$ cat src/rtl/bf_stage_reg.sv
// bf_stage_reg -- parametrised MIPS pipeline stage register (IF/ID, ID/EX,
// EX/MEM, MEM/WB) with a valid/ready handshake, synchronous flush, an
// optional one-entry skid buffer and a saturating stall-cycle counter.
//
// Ports:
//   clk_BF        clock, rising edge
//   rstn_BF       synchronous active-low reset
//   flush_BF      synchronous flush; drops every held entry and any input
//   in_valid_BF   upstream entry valid
//   in_ready_BF   stage accepts an entry this cycle
//                 (SKID=1: from flops; SKID=0: combinational from out_ready_BF)
//   in_data_BF    payload in  [DATA_W]
//   in_ctrl_BF    control in  [CTRL_W]
//   out_valid_BF  output entry valid
//   out_ready_BF  downstream accepts this cycle
//   out_data_BF   payload out [DATA_W]
//   out_ctrl_BF   control out [CTRL_W], zero whenever out_valid_BF is low
//   stall_cnt_BF  saturating count of cycles with out_valid && !out_ready
module bf_stage_reg #(
  parameter int unsigned DATA_W = 64,
  parameter int unsigned CTRL_W = 8,
  parameter int unsigned SKID   = 1,
  parameter int unsigned CNT_W  = 16
) (
  input  logic              clk_BF,
  input  logic              rstn_BF,
  input  logic              flush_BF,
  input  logic              in_valid_BF,
  output logic              in_ready_BF,
  input  logic [DATA_W-1:0] in_data_BF,
  input  logic [CTRL_W-1:0] in_ctrl_BF,
  output logic              out_valid_BF,
  input  logic              out_ready_BF,
  output logic [DATA_W-1:0] out_data_BF,
  output logic [CTRL_W-1:0] out_ctrl_BF,
  output logic [CNT_W-1:0]  stall_cnt_BF
);

  logic              w_m_vld;
  logic [DATA_W-1:0] w_m_data;
  logic [CTRL_W-1:0] w_m_ctrl;
  logic              w_in_ready;
  logic              w_in_xfer;
  logic              w_out_xfer;
  logic [CNT_W-1:0]  r_stall_cnt;

  assign w_in_xfer  = in_valid_BF && w_in_ready;
  assign w_out_xfer = w_m_vld && out_ready_BF;

  if (SKID != 0) begin : g_skid
    logic              r_m_vld;
    logic [DATA_W-1:0] r_m_data;
    logic [CTRL_W-1:0] r_m_ctrl;
    logic              r_s_vld;
    logic [DATA_W-1:0] r_s_data;
    logic [CTRL_W-1:0] r_s_ctrl;
    logic              r_in_ready;
    logic              w_m_take;
    logic              w_s_vld_nxt;

    // M may be (re)loaded when it is empty or its entry leaves this edge.
    assign w_m_take    = w_out_xfer || !r_m_vld;
    // S fills only when an input arrives and M cannot take it.
    assign w_s_vld_nxt = r_s_vld ? !w_out_xfer : (w_in_xfer && !w_m_take);

    always_ff @(posedge clk_BF) begin
      if (!rstn_BF) begin
        r_m_vld    <= 1'b0;
        r_m_data   <= '0;
        r_m_ctrl   <= '0;
        r_s_vld    <= 1'b0;
        r_s_data   <= '0;
        r_s_ctrl   <= '0;
        r_in_ready <= 1'b0;
      end else if (flush_BF) begin
        r_m_vld    <= 1'b0;
        r_s_vld    <= 1'b0;
        r_in_ready <= 1'b1;
      end else begin
        if (w_m_take) begin
          if (r_s_vld) begin
            // Older entry in S always goes first to keep FIFO order.
            r_m_vld  <= 1'b1;
            r_m_data <= r_s_data;
            r_m_ctrl <= r_s_ctrl;
          end else if (w_in_xfer) begin
            r_m_vld  <= 1'b1;
            r_m_data <= in_data_BF;
            r_m_ctrl <= in_ctrl_BF;
          end else begin
            r_m_vld  <= 1'b0;
          end
        end
        if (!r_s_vld && w_in_xfer && !w_m_take) begin
          r_s_data <= in_data_BF;
          r_s_ctrl <= in_ctrl_BF;
        end
        r_s_vld    <= w_s_vld_nxt;
        r_in_ready <= !w_s_vld_nxt;
      end
    end

    assign w_m_vld    = r_m_vld;
    assign w_m_data   = r_m_data;
    assign w_m_ctrl   = r_m_ctrl;
    assign w_in_ready = r_in_ready;
  end else begin : g_single
    logic              r_m_vld;
    logic [DATA_W-1:0] r_m_data;
    logic [CTRL_W-1:0] r_m_ctrl;
    logic              r_live;

    always_ff @(posedge clk_BF) begin
      if (!rstn_BF) begin
        r_m_vld  <= 1'b0;
        r_m_data <= '0;
        r_m_ctrl <= '0;
        r_live   <= 1'b0;
      end else begin
        r_live <= 1'b1;
        if (flush_BF) begin
          r_m_vld <= 1'b0;
        end else if (w_in_xfer) begin
          r_m_vld  <= 1'b1;
          r_m_data <= in_data_BF;
          r_m_ctrl <= in_ctrl_BF;
        end else if (w_out_xfer) begin
          r_m_vld <= 1'b0;
        end
      end
    end

    // r_live holds in_ready low throughout reset and releases it one edge later.
    assign w_m_vld    = r_m_vld;
    assign w_m_data   = r_m_data;
    assign w_m_ctrl   = r_m_ctrl;
    assign w_in_ready = r_live && (!r_m_vld || out_ready_BF);
  end

  always_ff @(posedge clk_BF) begin
    if (!rstn_BF) begin
      r_stall_cnt <= '0;
    end else if (w_m_vld && !out_ready_BF && (r_stall_cnt != '1)) begin
      r_stall_cnt <= r_stall_cnt + 1'b1;
    end
  end

  assign in_ready_BF  = w_in_ready;
  assign out_valid_BF = w_m_vld;
  assign out_data_BF  = w_m_data;
  // Bubbles carry no control, so no stray MemWrite/RegWrite propagates.
  assign out_ctrl_BF  = w_m_vld ? w_m_ctrl : '0;
  assign stall_cnt_BF = r_stall_cnt;

endmodule

$ cat config.mk
export PLATFORM = sky130hd
export DESIGN_NAME = bf_stage_reg
export DESIGN_NICKNAME = d
export VERILOG_FILES = /design/src/rtl/bf_stage_reg.sv
export SDC_FILE = /design/constraint.sdc
export NUM_CORES = 1
export LEC_CHECK = 0
export ABC_CLOCK_PERIOD_IN_PS = 1350
export CORE_MARGIN = 1.5
export CORE_UTILIZATION = 40
export CTS_BUF_LIST = sky130_fd_sc_hd__clkbuf_16
export DETAILED_ROUTE_END_ITERATION = 7
export PLACE_DENSITY = 0.72
export SKIP_LAST_GASP = 1
export SLEW_MARGIN = 10
export SYNTH_ARGS = -nofsm -noshare
export SYNTH_HDL_FRONTEND = slang
export SYNTH_SLANG_ARGS = --single-unit
$ cat constraint.sdc
create_clock -name clk_BF -period 1.35 [get_ports clk_BF]
set_input_delay 0.27 -clock clk_BF [delete_from_list [all_inputs] [get_ports clk_BF]]
set_output_delay 0.27 -clock clk_BF [all_outputs]
set_load 0.05 [all_outputs]
After elaboration in Yosys (flattened, before gate mapping)
Cells that the tools add are included.
Operators by class
  add/sub/neg operators: 1
  multiply operators: 0
  div/mod/pow operators: 0
  order comparisons: 0
  equal/unequal tests: 1
  shift-type cells: 0
  muxes and demuxes: 9
  bitwise logic cells: 2
  reductions and logical operators: 18
Operator list (count)
  two-way mux 64 bit: 2
  two-way mux 8 bit: 3
  adder 16 x 1 -> 16 bit (second input constant): 1
  inequality test 16 bit (second input constant): 1
  logical AND 1 bit: 7
  logical NOT 1 bit: 6
  two-way mux 1 bit: 4
  AND reduction 3 bit: 1
  NOT 1 bit: 2
  AND reduction 2 bit: 1
  nonzero test 2 bit: 1
  OR reduction 2 bit: 1
  logical OR 1 bit: 1
Word-level totals
  register bits: 163
  bits in latches: 0
  memory bits (writable): 0
  ROM bits: 0
  input bits: 77
  output and inout bits: 90
  logic and storage cells: 39
  memories kept: 0

Depth between registers and ports, before layout
Gate-level depths: netlist of run 1.
  word-level depth: 7
  gate-level depth with buffers: 7
  depth with buffers taken out: 6

Least setup slack after synthesis of run 1
No wires, ideal clock.
  kind: register to register
  start: register r_stall_cnt[0] (netlist: stall_cnt_BF[0])
  end: register r_stall_cnt[12] (netlist: stall_cnt_BF[12])
  setup time: 116 ps
  arrival time: 1797 ps
  data required time: 1234 ps
  path slack: -563 ps
  cell stages (with the launch flop): 7
  buffers on the path: 0
  period minus slack after synthesis: 1913 ps
  cell sequence: dfxtp_1 ha_1 and3b_1 nand3_2 nor3_1 nand3_1 o211a_1
On the way
  word-level cells in the longest chain between the ends: 2
  elaborated cells on any way between the ends: 3
  classes of those cells: 1 x add/sub; 1 x eq/ne; 1 x reduce/logical
Ends and longest elaborated chain
  start: declaration: line 45  | logic [CNT_W-1:0] r_stall_cnt;
  start signal: assignment: line 144  | r_stall_cnt <= r_stall_cnt + 1'b1;
  branches (longest 2 deep; another with adder 16 x 1 -> 16 bit)
Several ways; the timed one is not identified.
A chain may end at the register's enable or synchronous reset.

Worst setup path in the final report of run 1
  start: register g_skid.r_m_vld (netlist: out_valid_BF)
  end: register r_stall_cnt[15] (netlist: stall_cnt_BF[15])
On the way
  word-level cells in the longest chain between the ends: 2
Ends and longest elaborated chain
  start: declaration: line 51  | logic r_m_vld;
  start signal: assignment: line 68  | r_m_vld <= 1'b0;
  start signal: assignment: line 76  | r_m_vld <= 1'b0;
  start signal: assignment: line 83  | r_m_vld <= 1'b1;
  logical AND 1 bit (2 in series): line 143  | end else if (w_m_vld && !out_ready_BF && (r_stall_cnt != '1)) begin
No other way between the ends.

==> flow_summary.yaml, run 1 <==
outcome:
  run_status: "finished, violations left"
  failed_checks: "negative setup slack"
sta:
  unrepaired_setup_endpoints_after_global_routing: "yes"
  finalSetupTns_ns: -31.68
  slew_viol_final: 0
  fmax_mhz: 607
  final.period_utilization: 1.22
  hold_ws_ns: 0.366
  timing_hold_violations_final: 0
  finClkSkew_ns: 0.0120
  timing_worst_slew_pin_value_ns: 0.445
  final.min_clock_period_ns: 1.65
  timing.final.ws_setup_ns: -0.298
  setup_viol_count_final: 172
  timing.max_slew.rel_slack: 0.703
global_route:
  grt_antenna_before_repair: 1
  first_global_vias: 6715
  grt_use_total: 0.267
  grt.overflow.total: 0
  largest_net_degree_at_the_start_of_global_routing: 82
  wire_length_of_the_first_global_routing_pass_mm: 37.4
clock_network:
  clock_pin_slew_worst_setup_and_hold_paths_ns: 0.07
  cts.sinks: 163
  worstSkewPairLatency_ns: 0.42
  tritoncts.num_buffers: 17
  htree_num_levels: 4
  tritoncts: "done"
  clockBufferDepth: 2
  cts_root_buffer: "sky130_fd_sc_hd__clkbuf_16"
detailed_routing:
  postRouteAntennaNets: 0
  drt_first_pass_iters: 5
  drt_iter0_drc: 403
  dr_total_vias: 6888
  post-route-drc-count: 0
  total_wirelength_mm: 26.8
  post_drt_wl_per_cell_um: 21.6
  via_per_instance_ratio: 5.54
final_layout:
  fin_util: 0.775
  fill_cells: 964
  area_taken_by_multi_input_logic_gates_um2: 4580
  final_net_count: 1082
  sequential_cell_area_um2: 3330
  layout-drive-gt1-share: 0.481
  layout-area-overhead-vs-synth_pct: 89.8
power:
  sequentialPowerShare: 0.418
  static-leakage-power_nw: 5.86
  irDropWorstVdd_mv: 0.906
  cell_internal_pwr_w: 0.00898
  power_frac_clock: 0.429
  combPwrFrac: 0.153
  power.total_w: 0.0120
  p_switching_w: 0.00305
  power_switching_share: 0.254
  p_per_area_nw_per_um2: 901
setup_path:
  cp-start-kind: "flip-flop"
  critical_path.endpoint_type: "flip-flop"
  critPathArrivalTime_ns: 1.98
  cp_max_fo: 6
  crit_type: "reg2reg"
  worstPathRequired_ns: 1.68
job:
  max-cap-violations: 0
hold_path:
  hold_class: "in2reg"
synth:
  synth_most_common_cell: "sky130_fd_sc_hd__nand2_1"
  synth.top_cell.area_share: 0.464
  combined_area_of_all_synthesized_cells_um2: 7040
  primary_flip_flop_cell_chosen_by_synthesis_mapping: "sky130_fd_sc_hd__dfxtp_1"
  yosys-top-cells-area: "sky130_fd_sc_hd__dfxtp_1 46%, sky130_fd_sc_hd__nand2_1 12%, sky130_fd_sc_hd__mux2i_1 11%, sky130_fd_sc_hd__o211a_1 10%, sky130_fd_sc_hd__a21boi_1 7.7%"
  ys_top_cells_by_count: "225 x sky130_fd_sc_hd__nand2_1, 163 x sky130_fd_sc_hd__dfxtp_1, 75 x sky130_fd_sc_hd__mux2i_1, 73 x sky130_fd_sc_hd__o211a_1, 72 x sky130_fd_sc_hd__a21boi_1"
  synth_top_area_cell: "sky130_fd_sc_hd__dfxtp_1"
  synth-warning-count: 0
  async_set_reset_flop_share_out_of_synthesis: 0
  syn_inst: 748
  yosys_register_bits: 163
  synth_enable_flop_cells: 0
  synth_area_per_cell_um2: 9.41
  yosysSeqAreaShare: 0.464
  synthesized_net_count: 826
  synthDistinctLibCells: 42
floorplanning:
  top_level_ports: 167
  die_area_um2: 18400
  core_footprint_um2: 17200
  fp-row-count: 48
  dieHeight_um: 136
  floorplan.die.width_um: 136
  start_util: 0.408
place:
  detailedPlacementHpwl_mm: 12.2
  portBuffers: 166
  pre_cts_ws_ns: -0.726
  routabilityCongestion: 0.801
-- kinds of logic (layout without fill, tap and decap cells) --
kind of cell,Yosys count,count (layout),synth area share
compound gates,162,162,0.198
xor+xnor,8,8,0.00996
fa+ha+maj,1,1,0.00178
buf+inv,62,330,0.0459
flops,163,163,0.464
mux,75,75,0.107
other cells,0,2,0
simple gates,277,278,0.174
-- metrics by stage --
step | std cells | area, um2
after global routing | 1242 | 13300
after global placement | 1139 | 10300
after floorplan | 748 | 7210
after detailed placement | 1139 | 10300
after CTS | 1239 | 12700
final | 1244 | 13400
-- flip-flops by register name, indices dropped and copies added (netlist names) --
signal,count
stall_cnt_BF,16
g_skid.r_m_ctrl,8
in_ready_BF,1
out_valid_BF,1
out_data_BF,64
g_skid.r_s_ctrl,8
g_skid.r_s_vld,1
g_skid.r_s_data,64
-- cell usage in the layout (no fill, tap or decap), types with 24 or more instances in the layout --
cell | Yosys | layout
sky130_fd_sc_hd__nand2_1 | 225 | 83
sky130_fd_sc_hd__nand2_2 | 0 | 64
sky130_fd_sc_hd__nand2_4 | 0 | 78
sky130_fd_sc_hd__a21boi_2 | 0 | 39
sky130_fd_sc_hd__buf_12 | 0 | 118
sky130_fd_sc_hd__mux2i_1 | 75 | 73
sky130_fd_sc_hd__a21boi_1 | 72 | 36
sky130_fd_sc_hd__buf_4 | 0 | 35
sky130_fd_sc_hd__dfxtp_1 | 163 | 144
sky130_fd_sc_hd__clkbuf_16 | 0 | 24
sky130_fd_sc_hd__buf_6 | 8 | 38
sky130_fd_sc_hd__o211a_1 | 73 | 73
sky130_fd_sc_hd__clkdlybuf4s50_1 | 0 | 72
-- per-layer routing --
layer | wire length [um] | GRT usage | share of wire | vias to the layer above
met1 | 9870 | 0.305 | 0.37 | 3374
met3 | 1900 | 0.0681 | 0.071 | 81
met5 | 0 | 0 | 0 | -
li1 | - | - | - | 3120
met2 | 13800 | 0.475 | 0.52 | 313
met4 | 1240 | 0.105 | 0.046 | 0
-- worst max-delay path, cell delays in order, from the launching register on --
cell,delay [ns]
sky130_fd_sc_hd__dfxtp_4,0.36
sky130_fd_sc_hd__nand2b_4,0.07
sky130_fd_sc_hd__buf_8,0.15
sky130_fd_sc_hd__nor4_4,0.25
sky130_fd_sc_hd__o41ai_4,0.19
sky130_fd_sc_hd__or3_1,0.35
sky130_fd_sc_hd__a21boi_1,0.19
-- power by group through the flow --
stage                     registers (W)  clock network, W  logic (W)
after floorplan                 0.00542                 0   0.000352
after global placement          0.00512                 0    0.00149
after detailed placement        0.00513                 0    0.00150
after CTS                       0.00502           0.00516    0.00177
after global routing            0.00504           0.00539    0.00191
final                           0.00503           0.00516    0.00185
-- path summary, 6_finish.rpt --
path / start / endpoint / slack, ns / depth (start not counted)
setup reg to reg: out_valid_BF / stall_cnt_BF[15] / -0.30 / 6
hold reg to reg: g_skid.r_s_data[8] / g_skid.r_s_data[8] / 0.45 / 2
hold / removal: rstn_BF / out_data_BF[23] / 0.37 / 3
setup / recovery: out_valid_BF / stall_cnt_BF[15] / -0.30 / 6
-- cell type report --
cell class,instances,area share
Tap cell,225,0.0211
Antenna cell,2,0.000375
Clock buffer,19,0.0356
Multi-Input combinational cell,524,0.343
Sequential cell,163,0.250
Inverter,4,0.00141
Clock inverter,13,0.0114
Timing Repair Buffer,294,0.338
-- what timing repair did --
action,4_1_cts,5_1_grt
resized for setup,182,221
setup endpoints to repair,173,185
cloned,34,5
setup buffers,35,19
pin swaps,70,100
hold buffers,0,0
Note: power is estimated with default switching activity, not from simulation.
==> run 2, diff against run 1 <==
CTS_CLUSTER_SIZE = 30   (was unset)
==> results of run 2 <==
The final DEF is identical to that of run 1; final timing and power are the same.
